===== src/rtl/branch_predictor.sv =====
// ---------------------------------------------------------------------------
// branch_predictor
//   Direct-mapped branch target buffer. Each entry holds a valid bit, a tag,
//   a 32-bit target and a CTR_BITS saturating direction counter. Lookup is
//   combinational. Updates from Execute are written on the rising clock edge.
//   A lookup in the same cycle as an update sees the contents from before
//   that update.
//
//   Optional feature: define BP_GSHARE_EN to enable gshare indexing. The
//   lookup and update index then become the PC index XOR a global history
//   register. Without the macro the plain PC index is used and no history
//   register exists.
//
// Parameters
//   ENTRIES   number of table entries (power of two, 4..256)
//   TAG_BITS  tag width stored per entry
//   CTR_BITS  saturating counter width (1..4)
//
// Ports
//   CLK               clock, all state updates on the rising edge
//   RST               asynchronous active-high reset
//   PC_F              fetch PC used for lookup
//   Predict_Taken_F   fetch PC predicted taken
//   Predict_Target_F  predicted next PC (stored target or PC_F+4)
//   Update_En_E       a branch/jump resolves in Execute
//   Jump_En_E         the resolving instruction is an unconditional jump
//   PC_E              PC of the resolving instruction
//   Branch_Taken_E    resolved direction
//   PC_Target_E       resolved target
//   Mispredict_Count  saturating count of mispredicted updates
// ---------------------------------------------------------------------------
module branch_predictor #(
    parameter int ENTRIES  = 16,
    parameter int TAG_BITS = 8,
    parameter int CTR_BITS = 2
) (
    input  logic        CLK,
    input  logic        RST,
    input  logic [31:0] PC_F,
    output logic        Predict_Taken_F,
    output logic [31:0] Predict_Target_F,
    input  logic        Update_En_E,
    input  logic        Jump_En_E,
    input  logic [31:0] PC_E,
    input  logic        Branch_Taken_E,
    input  logic [31:0] PC_Target_E,
    output logic [15:0] Mispredict_Count
);

    localparam int IDX_W = $clog2(ENTRIES);
    localparam logic [CTR_BITS-1:0] CTR_ONES = '1;
    localparam logic [CTR_BITS-1:0] CTR_WNT  = CTR_ONES >> 1;   // 0 followed by ones
    localparam logic [CTR_BITS-1:0] CTR_WT   = ~CTR_WNT;        // 1 followed by zeros

    function automatic logic [IDX_W-1:0] pc_idx(input logic [31:0] pc);
        return pc[IDX_W+1:2];
    endfunction

    function automatic logic [TAG_BITS-1:0] pc_tag(input logic [31:0] pc);
        return pc[IDX_W+2 +: TAG_BITS];
    endfunction

    logic                valid_q  [ENTRIES];
    logic                valid_d  [ENTRIES];
    logic [TAG_BITS-1:0] tag_q    [ENTRIES];
    logic [TAG_BITS-1:0] tag_d    [ENTRIES];
    logic [31:0]         target_q [ENTRIES];
    logic [31:0]         target_d [ENTRIES];
    logic [CTR_BITS-1:0] ctr_q    [ENTRIES];
    logic [CTR_BITS-1:0] ctr_d    [ENTRIES];
    logic [15:0]         mis_cnt_q, mis_cnt_d;

    logic [IDX_W-1:0]    idx_f_s, idx_e_s;
    logic                hit_f_s, hit_e_s, pred_e_s;

    // Only the index/tag slices of the PCs are consumed.
    logic                unused_pc_s;
    assign unused_pc_s = ^{PC_F, PC_E};

`ifdef BP_GSHARE_EN
    logic [IDX_W-1:0]    hist_q, hist_d;
    assign idx_f_s = pc_idx(PC_F) ^ hist_q;
    assign idx_e_s = pc_idx(PC_E) ^ hist_q;
`else
    assign idx_f_s = pc_idx(PC_F);
    assign idx_e_s = pc_idx(PC_E);
`endif

    // Fetch-side lookup from current (pre-update) table contents.
    always_comb begin
        hit_f_s         = valid_q[idx_f_s] && (tag_q[idx_f_s] == pc_tag(PC_F));
        Predict_Taken_F = hit_f_s && ctr_q[idx_f_s][CTR_BITS-1];
        if (Predict_Taken_F) begin
            Predict_Target_F = target_q[idx_f_s];
        end else begin
            Predict_Target_F = PC_F + 32'd4;
        end
    end

    // Execute-side update: next-state for the table and mispredict counter.
    always_comb begin
        valid_d   = valid_q;
        tag_d     = tag_q;
        target_d  = target_q;
        ctr_d     = ctr_q;
        mis_cnt_d = mis_cnt_q;
`ifdef BP_GSHARE_EN
        hist_d    = hist_q;
`endif
        hit_e_s   = valid_q[idx_e_s] && (tag_q[idx_e_s] == pc_tag(PC_E));
        pred_e_s  = hit_e_s && ctr_q[idx_e_s][CTR_BITS-1];

        if (Update_En_E) begin
            if ((pred_e_s != Branch_Taken_E) && (mis_cnt_q != 16'hFFFF)) begin
                mis_cnt_d = mis_cnt_q + 16'd1;
            end else begin
                mis_cnt_d = mis_cnt_q;
            end

            if (hit_e_s) begin
                if (Jump_En_E) begin
                    ctr_d[idx_e_s]    = CTR_ONES;
                    target_d[idx_e_s] = PC_Target_E;
                end else if (Branch_Taken_E) begin
                    if (ctr_q[idx_e_s] != CTR_ONES) begin
                        ctr_d[idx_e_s] = ctr_q[idx_e_s] + 1'b1;
                    end else begin
                        ctr_d[idx_e_s] = ctr_q[idx_e_s];
                    end
                    target_d[idx_e_s] = PC_Target_E;
                end else begin
                    if (ctr_q[idx_e_s] != '0) begin
                        ctr_d[idx_e_s] = ctr_q[idx_e_s] - 1'b1;
                    end else begin
                        ctr_d[idx_e_s] = ctr_q[idx_e_s];
                    end
                end
            end else if (Branch_Taken_E) begin
                // Miss on a taken outcome: allocate, evicting any occupant.
                valid_d[idx_e_s]  = 1'b1;
                tag_d[idx_e_s]    = pc_tag(PC_E);
                target_d[idx_e_s] = PC_Target_E;
                ctr_d[idx_e_s]    = Jump_En_E ? CTR_ONES : CTR_WT;
            end else begin
                valid_d[idx_e_s]  = valid_q[idx_e_s];
            end

`ifdef BP_GSHARE_EN
            if (!Jump_En_E) begin
                hist_d = {hist_q[IDX_W-2:0], Branch_Taken_E};
            end else begin
                hist_d = hist_q;
            end
`endif
        end else begin
            mis_cnt_d = mis_cnt_q;
        end
    end

    // State registers with asynchronous reset.
    always_ff @(posedge CLK or posedge RST) begin
        if (RST) begin
            for (int i = 0; i < ENTRIES; i++) begin
                valid_q[i]  <= 1'b0;
                tag_q[i]    <= '0;
                target_q[i] <= 32'd0;
                ctr_q[i]    <= CTR_WNT;
            end
            mis_cnt_q <= 16'd0;
`ifdef BP_GSHARE_EN
            hist_q    <= '0;
`endif
        end else begin
            valid_q   <= valid_d;
            tag_q     <= tag_d;
            target_q  <= target_d;
            ctr_q     <= ctr_d;
            mis_cnt_q <= mis_cnt_d;
`ifdef BP_GSHARE_EN
            hist_q    <= hist_d;
`endif
        end
    end

    assign Mispredict_Count = mis_cnt_q;

endmodule


===== config.mk =====
export PLATFORM = sky130hd
export DESIGN_NAME = branch_predictor
export DESIGN_NICKNAME = d
export VERILOG_FILES = /design/src/rtl/branch_predictor.sv
export SDC_FILE = /design/constraint.sdc
export NUM_CORES = 2
export LEC_CHECK = 0
export ABC_CLOCK_PERIOD_IN_PS = 28100
export CORE_ASPECT_RATIO = 2
export CORE_MARGIN = 3
export CORE_UTILIZATION = 55
export CTS_BUF_LIST = sky130_fd_sc_hd__clkbuf_16
export CTS_CLUSTER_DIAMETER = 50
export DETAILED_ROUTE_END_ITERATION = 7
export GPL_ROUTABILITY_DRIVEN = 0
export MAX_ROUTING_LAYER = met4
export PLACE_DENSITY = 0.73
export SLEW_MARGIN = 15
export SYNTH_ARGS = -nofsm -noshare
export SYNTH_HDL_FRONTEND = slang
export SYNTH_SLANG_ARGS = --single-unit

===== constraint.sdc =====
create_clock -name CLK -period 28.1 [get_ports CLK]
set_clock_uncertainty 0.05 [all_clocks]
set_input_delay 4.215 -clock CLK [delete_from_list [all_inputs] [get_ports CLK]]
set_output_delay 4.215 -clock CLK [all_outputs]
set_load 0.01 [all_outputs]

==> impl_metrics.json <==
{
  "cts_hold_buf": 0,
  "multiInputGateArea_um2": 16400,
  "antenna_left": 0,
  "cts.htree.levels": 2,
  "grt_pass1_vias": 26700,
  "yosys.area_share.adder": 0.00143,
  "cts_setup_buffers": 0,
  "fin_nets": 2643,
  "critPathKind": "in -> out",
  "ff_latch_area_um2": 17600,
  "antenna_found_initial": 0,
  "fin_crit_sh": 0.476,
  "end_kind": "output pin",
  "layout-drive-gt1-share": 0.244,
  "ioPinCount": 150,
  "cts_buffers": 61,
  "tightest_slew_ns": 1.26,
  "die_y_um": 363,
  "netlist_area_um2": 35100,
  "drv_cap": 0,
  "die_w_um": 185,
  "synth.distinct_cells": 57,
  "ys_ff_latch": 704,
  "max_freq_ghz": 0.0747,
  "cts_tree": "yes",
  "grt_usage": 0.336,
  "avgSynthCellArea_um2": 13.7,
  "dp_hpwl_um": 63400,
  "synth-main-ff-cell": "dfrtp_1",
  "area_delta_synth_final_pct": 10.6,
  "die_area_um2": 67000,
  "synthTopCellsByArea": "dfrtp_1 (49%), mux4_2 (15%), o2bb2ai_1 (13%)",
  "netlist_instances": 2565,
  "port_buffers": 129,
  "clock_latency_ns": 0.65,
  "final_cell_mix": "dfrtp_1 (688), o2bb2ai_1 (512), mux4_2 (233), mux2_2 (146), clkdlybuf4s50_1 (121)",
  "instances_no_fill": 3381,
  "core.rowCount": 130,
  "synth_compound_area_frac": 0.169,
  "async_reset_ff_frac": 1.00,
  "clk_pin_slew_ns": 0.07,
  "start_kind": "input pin",
  "max_slew_margin": 0.157,
  "setup_viol": 0,
  "grt_pass1_wl_um": 166000,
  "final_common_cell": "dfrtp_1",
  "drc": 0,
  "antennaDiodeCount": 0,
  "hold_viol_final": 0,
  "synth-edff-count": 0,
  "wl_per_cell_um": 32.2,
  "crit_fanout": 78,
  "grt.overflow.total": 0,
  "arrival_ns": 9.12,
  "wl_um": 109000,
  "dp_slack_ns": 14.69,
  "cp.required_ns": 23.84,
  "grt_setup_unrepaired": "no",
  "n_fill_cell": 4706,
  "setup_ws_ns": 14.72,
  "grt_max_degree": 144,
  "synth_nets": 2670,
  "vias_per_cell": 7.51,
  "dr.first_iter.drc_count": 2737,
  "yosys.area.top_type": "dfrtp_1",
  "post-place-cells": 3267,
  "ys_warn_count": 0,
  "final.min_clock_period_ns": 13.38,
  "drt-pass1-iter-count": 5,
  "clockBufferDepth": 3,
  "cts_resized": 0,
  "synthMuxAreaShare": 0.227,
  "power.leakage_nw": 15.5,
  "via_count": 25400,
  "synthSimpleGateAreaFrac": 0.0478,
  "core_area_um2": 62900,
  "ir_drop_mv": 0.0543,
  "synth_xor_area_frac": 0.0140,
  "run_status": "finished clean",
  "fin_setup_tns_ns": 0,
  "cts.sinks": 704,
  "synth_top_area_frac": 0.491,
  "start_util": 0.557,
  "yosysSeqAreaShare": 0.503,
  "hp-class": "reg -> reg",
  "synth_top_family_by_area": "multiplexers",
  "power.density_nw_per_um2": 69.9,
  "clk_root_buffer_cell": "clkbuf_16",
  "whs_ns": 0.433,
  "slew_violations": 0
}
-- power by group --
group          switching, mW  internal, mW  total [mW]
clock network          0.397         0.456       0.853
registers              0.126          1.20        1.33
logic                  0.227         0.303       0.530
-- worst max-delay path, cell delays in order --
cell	delay (ns)
buf_8	0.60
buf_4	0.88
mux4_2	0.60
mux4_2	0.51
xnor2_1	0.16
nand4_1	0.12
or3_2	0.91
mux2_2	0.49
clkdlybuf4s50_1	0.51
-- flip-flops by register name (all words and copies together) (netlist names) --
signal	count
Mispredict_Count	16
valid_q	16
target_q	512
ctr_q	32
tag_q	128
-- stage by stage --
step / area (um2) / utilization / total power [mW]
finish: 38800 / 0.616 / 2.71
global route: 38800 / 0.616 / 2.81
CTS: 38800 / 0.616 / 2.71
detailed placement: 36800 / 0.585 / 1.86
global placement: 36800 / 0.585 / 1.83
floorplan: 35100 / - / 1.70
-- final cells by class --
type | instances | area share
clock buffers | 62 | 0.0400
clock inverters | 52 | 0.0108
inverters | 18 | 0.00193
multi-input cells | 1571 | 0.424
flip-flops and latches | 704 | 0.455
well taps | 792 | 0.0255
repair buffers | 182 | 0.0433
-- cells by family (layout without fill, tap and decap cells) --
| logic type | after synthesis | in the layout |
|---|---|---|
| buf+inv | 290 | 314 |
| flops | 704 | 704 |
| simple gates | 312 | 312 |
| mux | 469 | 469 |
| fa+ha+maj | 4 | 4 |
| compound gates | 730 | 730 |
| xor+xnor | 56 | 56 |
-- layer usage --
metal	share of wire	up-vias	global-route usage
li1	-	10000	-
met1	0.35	13300	0.399
met2	0.50	1548	0.540
met3	0.082	498	0.0568
met4	0.073	0	0.200
met5	0	-	-
-- path summary, 6_finish.rpt --
path,from,to,slack (ns),cells past startpoint
max,PC_F[2],Predict_Target_F[31],14.72,9
min reg2reg,target_q[336],target_q[336],0.43,1
min in group asynchronous,RST,ctr_q[15],4.13,2
max in group asynchronous,RST,tag_q[85],21.27,4
min,target_q[336],target_q[336],0.43,1
max reg2reg,tag_q[26],target_q[292],23.45,10
-- cell usage after synthesis (2+ instances only) --
cell       number
nor2_1         51
nor2b_1        15
buf_4           8
mux2i_1        57
or3_1           2
buf_2          90
nor3_4         16
o21ai_0        36
a211oi_1       28
dfstp_2        16
a21oi_1        21
a21o_1          2
nand2_1       111
and2_1          5
a21boi_0        2
a22o_1         11
o22a_1         12
mux2_2        146
a211o_1         2
a31oi_1        69
buf_1          21
xor2_1         17
and3_1         17
mux2_4         33
a22oi_1        16
ha_1            4
o211ai_1       11
and4_1          4
nand2b_1        8
inv_1          18
buf_6          10
xnor2_1        39
clkbuf_1      142
o2bb2ai_1     512
nor4_1         14
nand4b_1        2
nand3_1        31
mux4_2        233
nand4_1        11
dfrtp_1       688
nor3_1         18
Note: power is estimated with default switching activity, not from simulation.
